`config.mk`:
```
export PLATFORM = sky130hd
export DESIGN_NAME = logic_op_dispatch_flat
export DESIGN_NICKNAME = d
export VERILOG_FILES = /design/src/rtl/logic_op_dispatch_pkg.sv /design/src/rtl/logic_op_dispatch_if.sv /design/src/rtl/logic_op_dispatch_unit.sv /design/src/rtl/logic_op_dispatch.sv /design/src/flat_wrapper.sv
export SDC_FILE = /design/constraint.sdc
export NUM_CORES = 1
export LEC_CHECK = 0
export BUFFER_PORTS_ARGS = -buffer_cell sky130_fd_sc_hd__buf_4
export CAP_MARGIN = 25
export CORE_UTILIZATION = 35
export CTS_BUF_LIST = sky130_fd_sc_hd__clkbuf_8 sky130_fd_sc_hd__clkbuf_16
export DETAILED_ROUTE_END_ITERATION = 7
export SYNTH_ARGS = -nofsm -noshare
export SYNTH_HDL_FRONTEND = slang
export SYNTH_HIERARCHICAL = 1
export SYNTH_SLANG_ARGS = --single-unit
```
`constraint.sdc`:
```
create_clock -name clk -period 1.9 [get_ports clk]
set_input_delay 0.19 -clock clk [delete_from_list [all_inputs] [get_ports clk]]
set_output_delay 0.19 -clock clk [all_outputs]
set_load 0.05 [all_outputs]
```
`src/rtl/logic_op_dispatch_pkg.sv`:
```
// logic_op_dispatch_pkg: opcodes, FSM encodings and default lane width shared by the dispatch block.
package logic_op_dispatch_pkg;
    localparam int DEF_WIDTH = 8;
    localparam logic [1:0] OP_OR   = 2'b00;
    localparam logic [1:0] OP_XOR  = 2'b01;
    localparam logic [1:0] OP_NOR  = 2'b10;
    localparam logic [1:0] OP_XNOR = 2'b11;
    localparam logic [1:0] ST_IDLE = 2'b00;
    localparam logic [1:0] ST_EXEC = 2'b01;
    localparam logic [1:0] ST_HOLD = 2'b10;
endpackage

```
`src/rtl/logic_op_dispatch_if.sv`:
```
// logic_op_dispatch_if: operand handshake plus four-lane result bus; LANE_PARITY_EN adds lane_par.
interface logic_op_dispatch_if
    import logic_op_dispatch_pkg::*;
#(
    parameter int WIDTH = DEF_WIDTH,
    parameter int CNT_W = 8
);
    logic             in_valid;
    logic             in_ready;
    logic [WIDTH-1:0] op_a;
    logic [WIDTH-1:0] op_b;
    logic [1:0]       op_sel;
    logic [WIDTH-1:0] orr_o;
    logic [WIDTH-1:0] xorr_o;
    logic [WIDTH-1:0] norr_o;
    logic [WIDTH-1:0] xnorr_o;
    logic             lane_vld;
    logic             lane_ack;
    logic [CNT_W-1:0] op_count;
`ifdef LANE_PARITY_EN
    logic             lane_par;
`endif
    modport slave (
        input  in_valid, op_a, op_b, op_sel, lane_ack,
        output in_ready, orr_o, xorr_o, norr_o, xnorr_o, lane_vld, op_count
`ifdef LANE_PARITY_EN
        , lane_par
`endif
    );
    modport master (
        output in_valid, op_a, op_b, op_sel, lane_ack,
        input  in_ready, orr_o, xorr_o, norr_o, xnorr_o, lane_vld, op_count
`ifdef LANE_PARITY_EN
        , lane_par
`endif
    );
endinterface

```
`src/rtl/logic_op_dispatch_unit.sv`:
```
// logic_op_unit: combinational bitwise op; the result appears on the lane chosen by sel, others zero.
module logic_op_unit
    import logic_op_dispatch_pkg::*;
#(
    parameter int WIDTH = DEF_WIDTH
) (
    input  logic [WIDTH-1:0] a,
    input  logic [WIDTH-1:0] b,
    input  logic [1:0]       sel,
    output logic [WIDTH-1:0] orr,
    output logic [WIDTH-1:0] xorr,
    output logic [WIDTH-1:0] norr,
    output logic [WIDTH-1:0] xnorr
);
    always_comb begin
        orr   = (sel == OP_OR)   ? (a | b)    : '0;
        xorr  = (sel == OP_XOR)  ? (a ^ b)    : '0;
        norr  = (sel == OP_NOR)  ? ~(a | b)   : '0;
        xnorr = (sel == OP_XNOR) ? ~(a ^ b)   : '0;
    end
endmodule

```
`src/rtl/logic_op_dispatch.sv`:
```
// logic_op_dispatch: captures an op, registers its one-hot lane result, holds it until ack, counts completions.
// Optional LANE_PARITY_EN adds lane_par, the XOR-reduce of the active lane.
module logic_op_dispatch
    import logic_op_dispatch_pkg::*;
#(
    parameter int WIDTH = DEF_WIDTH,
    parameter int CNT_W = 8
) (
    input logic clk,
    input logic rst_n,
    logic_op_dispatch_if.slave bus
);
    logic [1:0]       st_q, st_d;
    logic [1:0]       sel_q, sel_d;
    logic [WIDTH-1:0] a_q, a_d, b_q, b_d;
    logic [WIDTH-1:0] orr_q, orr_d, xorr_q, xorr_d, norr_q, norr_d, xnorr_q, xnorr_d;
    logic [WIDTH-1:0] u_orr, u_xorr, u_norr, u_xnorr;
    logic             vld_q, vld_d;
    logic [CNT_W-1:0] cnt_q, cnt_d;
    logic             take, exec, done;
`ifdef LANE_PARITY_EN
    logic             par_q, par_d;
`endif

    logic_op_unit #(.WIDTH(WIDTH)) u_unit (
        .a(a_q), .b(b_q), .sel(sel_q),
        .orr(u_orr), .xorr(u_xorr), .norr(u_norr), .xnorr(u_xnorr)
    );

    always_comb begin
        take    = (st_q == ST_IDLE) && bus.in_valid;
        exec    = (st_q == ST_EXEC);
        done    = (st_q == ST_HOLD) && bus.lane_ack;
        st_d    = take ? ST_EXEC : exec ? ST_HOLD : done ? ST_IDLE :
                  (st_q == ST_HOLD) ? ST_HOLD : ST_IDLE;
        a_d     = take ? bus.op_a : a_q;
        b_d     = take ? bus.op_b : b_q;
        sel_d   = take ? bus.op_sel : sel_q;
        orr_d   = exec ? u_orr   : done ? '0 : orr_q;
        xorr_d  = exec ? u_xorr  : done ? '0 : xorr_q;
        norr_d  = exec ? u_norr  : done ? '0 : norr_q;
        xnorr_d = exec ? u_xnorr : done ? '0 : xnorr_q;
        vld_d   = exec ? 1'b1 : done ? 1'b0 : vld_q;
        cnt_d   = cnt_q + CNT_W'(done);
`ifdef LANE_PARITY_EN
        // unit lanes are one-hot, so OR-ing them yields the active result
        par_d   = exec ? ^(u_orr | u_xorr | u_norr | u_xnorr) : done ? 1'b0 : par_q;
`endif
    end

    always_ff @(posedge clk) begin
        if (!rst_n) begin
            st_q    <= ST_IDLE;
            a_q     <= '0;
            b_q     <= '0;
            sel_q   <= OP_OR;
            orr_q   <= '0;
            xorr_q  <= '0;
            norr_q  <= '0;
            xnorr_q <= '0;
            vld_q   <= 1'b0;
            cnt_q   <= '0;
        end else begin
            st_q    <= st_d;
            a_q     <= a_d;
            b_q     <= b_d;
            sel_q   <= sel_d;
            orr_q   <= orr_d;
            xorr_q  <= xorr_d;
            norr_q  <= norr_d;
            xnorr_q <= xnorr_d;
            vld_q   <= vld_d;
            cnt_q   <= cnt_d;
        end
    end

`ifdef LANE_PARITY_EN
    always_ff @(posedge clk) begin
        if (!rst_n) par_q <= 1'b0;
        else        par_q <= par_d;
    end
    assign bus.lane_par = par_q;
`endif

    assign bus.in_ready = (st_q == ST_IDLE);
    assign bus.orr_o    = orr_q;
    assign bus.xorr_o   = xorr_q;
    assign bus.norr_o   = norr_q;
    assign bus.xnorr_o  = xnorr_q;
    assign bus.lane_vld = vld_q;
    assign bus.op_count = cnt_q;
endmodule

```
`src/flat_wrapper.sv`:
```
// flat-port wrapper written by rule: the top's interface ports become plain ports
module logic_op_dispatch_flat import logic_op_dispatch_pkg::*;
#(
    parameter int WIDTH = DEF_WIDTH,
    parameter int CNT_W = 8
)
  (clk, rst_n, bus_in_valid, bus_op_a, bus_op_b, bus_op_sel, bus_lane_ack, bus_in_ready, bus_orr_o, bus_xorr_o, bus_norr_o, bus_xnorr_o, bus_lane_vld, bus_op_count);
  logic_op_dispatch_if #(.WIDTH(WIDTH), .CNT_W(CNT_W)) bus_i ();
  input logic clk;
  input logic rst_n;
  input wire logic [$bits(bus_i.in_valid)-1:0] bus_in_valid;
  input wire logic [$bits(bus_i.op_a)-1:0] bus_op_a;
  input wire logic [$bits(bus_i.op_b)-1:0] bus_op_b;
  input wire logic [$bits(bus_i.op_sel)-1:0] bus_op_sel;
  input wire logic [$bits(bus_i.lane_ack)-1:0] bus_lane_ack;
  output wire logic [$bits(bus_i.in_ready)-1:0] bus_in_ready;
  output wire logic [$bits(bus_i.orr_o)-1:0] bus_orr_o;
  output wire logic [$bits(bus_i.xorr_o)-1:0] bus_xorr_o;
  output wire logic [$bits(bus_i.norr_o)-1:0] bus_norr_o;
  output wire logic [$bits(bus_i.xnorr_o)-1:0] bus_xnorr_o;
  output wire logic [$bits(bus_i.lane_vld)-1:0] bus_lane_vld;
  output wire logic [$bits(bus_i.op_count)-1:0] bus_op_count;
  assign bus_i.in_valid = bus_in_valid;
  assign bus_i.op_a = bus_op_a;
  assign bus_i.op_b = bus_op_b;
  assign bus_i.op_sel = bus_op_sel;
  assign bus_i.lane_ack = bus_lane_ack;
  assign bus_in_ready = bus_i.in_ready;
  assign bus_orr_o = bus_i.orr_o;
  assign bus_xorr_o = bus_i.xorr_o;
  assign bus_norr_o = bus_i.norr_o;
  assign bus_xnorr_o = bus_i.xnorr_o;
  assign bus_lane_vld = bus_i.lane_vld;
  assign bus_op_count = bus_i.op_count;
  logic_op_dispatch #(.WIDTH(WIDTH), .CNT_W(CNT_W)) u_core (.clk(clk), .rst_n(rst_n), .bus(bus_i));
endmodule
```
* Yosys cells after proc, flatten, opt, wreduce, memory -nomap -nowiden
Index checks and enable logic that the tools add are counted.
Storage, ports and cells: register bits after elaboration 61, bits of input ports 22, word-level logic and storage cells 43
Operators by class: $add $sub $neg 1, eq/ne operators 5, multiplexer cells 15, bitwise gates (word level) 5, reductions and logical operators 6
Operator list (count):
- 8-bit 2-to-1 mux | 9
- 8-bit NOT | 2
- 8-bit by 1-bit adder with 8-bit output | 1
- 8-bit bitwise OR | 1
- 8-bit bitwise XOR | 1
- 2-bit == test (second input constant) | 3
- 2-bit 2-to-1 mux | 3
- 2-bit by 1-bit == test with 1-bit output (second input constant) | 2
- 2-bit logical NOT | 2
- 1-bit 2-to-1 mux | 3
- 1-bit logical AND | 2
- 2-bit nonzero test | 1
- 2-bit OR reduction | 1
- 1-bit NOT | 1

* Logic depth before layout (Yosys ltp)
depth after elaboration 5, mapped depth 8

* Modules after synthesis
Netlist, hierarchy kept.
Modules (own cells, without submodules):
- logic_op_dispatch | instances 1, cells each 228, area an instance 2319.7 sq um
- logic_op_unit | instances 1, cells each 62, area an instance 480.5 sq um

* Worst setup path before layout
Ideal clock, no wire load.
path kind register -> register, start point register u_core.st_q[0], end point register u_core.cnt_q[6], in the netlist u_core/bus.op_count[6], arrival 1797 ps, slack 28 ps, cell stages (with the launch flop) 9, buffers on the path 1, clock period less this slack 1872 ps, path through dfxtp_1 > nand3b_2 > buf_4 > inv_1 > ha_1 > ha_1 > nand3_1 > or3_1 > a21boi_0
Between the ends: longest elaborated chain between the ends 3
Ends and longest elaborated chain:
- from (decl) | RTL line logic_op_dispatch.sv:13 | logic [1:0] st_q, st_d;
- from (signal assigned) | RTL line logic_op_dispatch.sv:64 | st_q <= st_d;
- 2-bit == test | RTL line logic_op_dispatch.sv:33 | done = (st_q == ST_HOLD) && bus.lane_ack;
- 1-bit logical AND | RTL line logic_op_dispatch.sv:33
- 8-bit by 1-bit adder with 8-bit output | RTL line logic_op_dispatch.sv:44 | cnt_d = cnt_q + CNT_W'(done);
- to (signal assigned) | RTL line logic_op_dispatch.sv:73 | cnt_q <= cnt_d;
- to (decl) | RTL line logic_op_dispatch.sv:19 | logic [CNT_W-1:0] cnt_q, cnt_d;
No other way between the ends. A chain may end at the register's enable or synchronous reset.

* Worst setup path in the final report
Ends and elaborated chain as after synthesis.

==> metrics.cfg <==
[worst_hold_path]
min_delay_path_depth=2
hp-class=in2reg

[synthesis]
netlist_instances=290
syn-num-nets=322
yosys_warnings=6
syn-cell-area_mm2=0.00280
yosysTopAreaCellShare_pct=43.6
avgSynthCellArea_um2=9.66
netlist_top_cells_area=dfxtp_1 44%, a21boi_0 9.1%, and3b_1 6.9%, nand3_1 6.3%, nand2_1 4.6%
ys_seq_area_share_pct=43.6
ys_ff_latch=61
synth.largest_area_cell=dfxtp_1
synth_cell_types=35

[layout]
diodes=0
area_growth_pct=22.2
layout_common_cells=67 x buf_4, 61 x dfxtp_1, 35 x nand3_1
drive_above_1_share_pct=27.5
fin_nets=377
fill_cells=788
layout_commonest_cell=buf_4

[grt]
globalRouteMet2Util_pct=20.9
gr-total-overflow=0
grt.total_usage_pct=15.2
grt_use_met3_pct=3.94
grt_pass1_vias=1995
grtUsageMet1_pct=21.5
antenna_found_initial=0
grt_max_degree=44
gr-max-usage-layer=met1
grt_pass1_wl_um=9890

[sta]
hold_viol_final=0
setup_viol=0
fin_crit_ps=1740
final.setup.tns_ps=0
rsz0062_at_grt=no
max_freq_ghz=0.575
maxSlewViolCount=0
relSlewSlack_pct=62.4
clock_skew_ps=3.59
finalCritPeriodShare_pct=91.5
holdWs_ps=66.7
worst_pin_slew_ps=563

[floorplan]
fp.dieArea_mm2=0.00836
ios=64
fp.dieH_um=91.4
start_util_pct=36.2
rows=32
core_area_mm2=0.00773
die-width_um=91.4

[setup_path]
cpMostUsedCell=ha_1
rr_startpoint=u_core/st_q[0]
crit_cells=7
cp-end-kind=flop
worstSetupStartpointType=flop
ff2ff_path_depth=7
path_class=reg2reg
required_ps=2160
cp-endpoint=u_core/bus.op_count[6]
crit_fanout=5
max_stage_delay_ps=360
worstReg2RegEnd=u_core/bus.op_count[6]
startpoint=u_core/st_q[0]
crit_chain=nand3b_2, inv_1, ha_1, ha_1, nand3_1, or3_1, a21boi_0
critPathTopFamily=simple AND/OR/NAND/NOR gates
critPathSlowestCell=dfxtp_1
path_buf_inv=1
reg2reg_slack_ps=160
crit_arrival_ps=1990

[job]
maxCapViolCount=0

[route]
firstDrtPassIters=4
via_per_inst=4.83
drt-total-wl_um=6110
vias=2177
drc_errors=0
first_iter_violations=134
avgRoutedWirePerCell_um=13.5
drtAntennaViolNets=0

[pwr]
vdd_drop_max_mv=0.423
powerDensity_mw_per_mm2=825
power.leakage_nw=1.48

[place]
gp_congestion=0.728
dp_hpwl_um=4190
port_buffers=63

[cts]
clkLatencyLatePin_ps=330
post_cts_resized=0
path_clk_slew_ps=60
cts-root-buf=clkbuf_8
htree_num_levels=3
ctsHoldBuffers=0
cts_made_buffers=9
cts_tree=yes
post_cts_buffers=0
clock_path_buffers=2
clock_sinks=61

[status]
status=complete, no violations

==> synth_stat cells (all sizes together) <==
cell / count
and2b: 1
o21ai: 2
nand3b: 1
xor2: 1
xnor2: 2
nor3b: 1
o21a: 1
dfxtp: 61
clkbuf: 4
nor3: 8
nand3: 35
a21boi: 35
or3: 2
nor2b: 2
or2b: 1
and3b: 24
buf: 19
and2: 4
nand2: 34
and3: 2
nand4: 1
inv: 17
nand2b: 1
ha: 10
nor2: 1
mux2i: 1
a22o: 18
a21oi: 1
==> power breakdown <==
part	switching (mW)	internal, mW	total (mW)
registers	0.0293	1.32	1.35
logic	0.200	0.148	0.348
clock network	0.468	0.656	1.12
total	0.698	2.12	2.82
==> worst min path at each step <==
stage / startpoint / endpoint / slack (ps)
after floorplan: bus_op_a[0] / u_core/a_q[0] / 320
after global placement: bus_op_a[3] / u_core/a_q[3] / 400
after detailed placement: bus_op_a[1] / u_core/a_q[1] / 400
after CTS: bus_op_a[7] / u_core/a_q[7] / 50
after global routing: bus_op_a[7] / u_core/a_q[7] / 50
final: bus_op_a[1] / u_core/a_q[1] / 70
==> routing by layer <==
| metal | up-vias | share of wire (%) |
|---|---|---|
| li1 | 1111 | - |
| met1 | 1008 | 52 |
| met2 | 49 | 41 |
| met3 | 9 | 5.3 |
| met4 | 0 | 1.6 |
| met5 | - | 0 |
==> cells by family (layout without fill, tap and decap cells) <==
kind of cell,after synthesis,after routing,share of synthesized area (%)
adders and majority gates,10,10,4.47
buffers and inverters,40,99,9.52
muxes,1,1,0.357
and+or+nand+nor,118,118,24.5
DFF,61,61,43.6
xor gates and xnor gates,3,3,0.939
AOI/OAI and AO/OA,57,57,16.6
==> sequential cells by signal, summed over array words and instances, names as in the netlist <==
register	flops
u_core/a_q	8
u_core/sel_q	2
u_core/bus.op_count	8
u_core/bus.norr_o	8
u_core/st_q	2
u_core/bus.lane_vld	1
u_core/bus.xorr_o	8
u_core/bus.orr_o	8
u_core/bus.xnorr_o	8
u_core/b_q	8
==> stage by stage <==
step | instance area (um2) | utilization, % | total power [mW] | std cells | setup slack (ps)
after detailed placement | 3230 | 41.8 | 1.73 | 436 | 165
after global placement | 3230 | 41.8 | 1.72 | 436 | 239
after global routing | 3420 | 44.3 | 2.95 | 451 | 40.3
after floorplan | 2800 | - | 1.64 | 290 | 27.7
after CTS | 3420 | 44.3 | 2.86 | 451 | 142
final | 3420 | 44.3 | 2.82 | 451 | 162
==> area by class of cell <==
type	instances	area [um2]	area share, %
clock buffer	11	151	4.43
clock inverter	4	41.3	1.21
inverter	17	63.8	1.87
multi-input combinational	189	1310	38.4
sequential	61	1220	35.7
tap	102	128	3.73
timing repair buffer	67	503	14.7
Note: power is estimated with default switching activity, not from simulation.
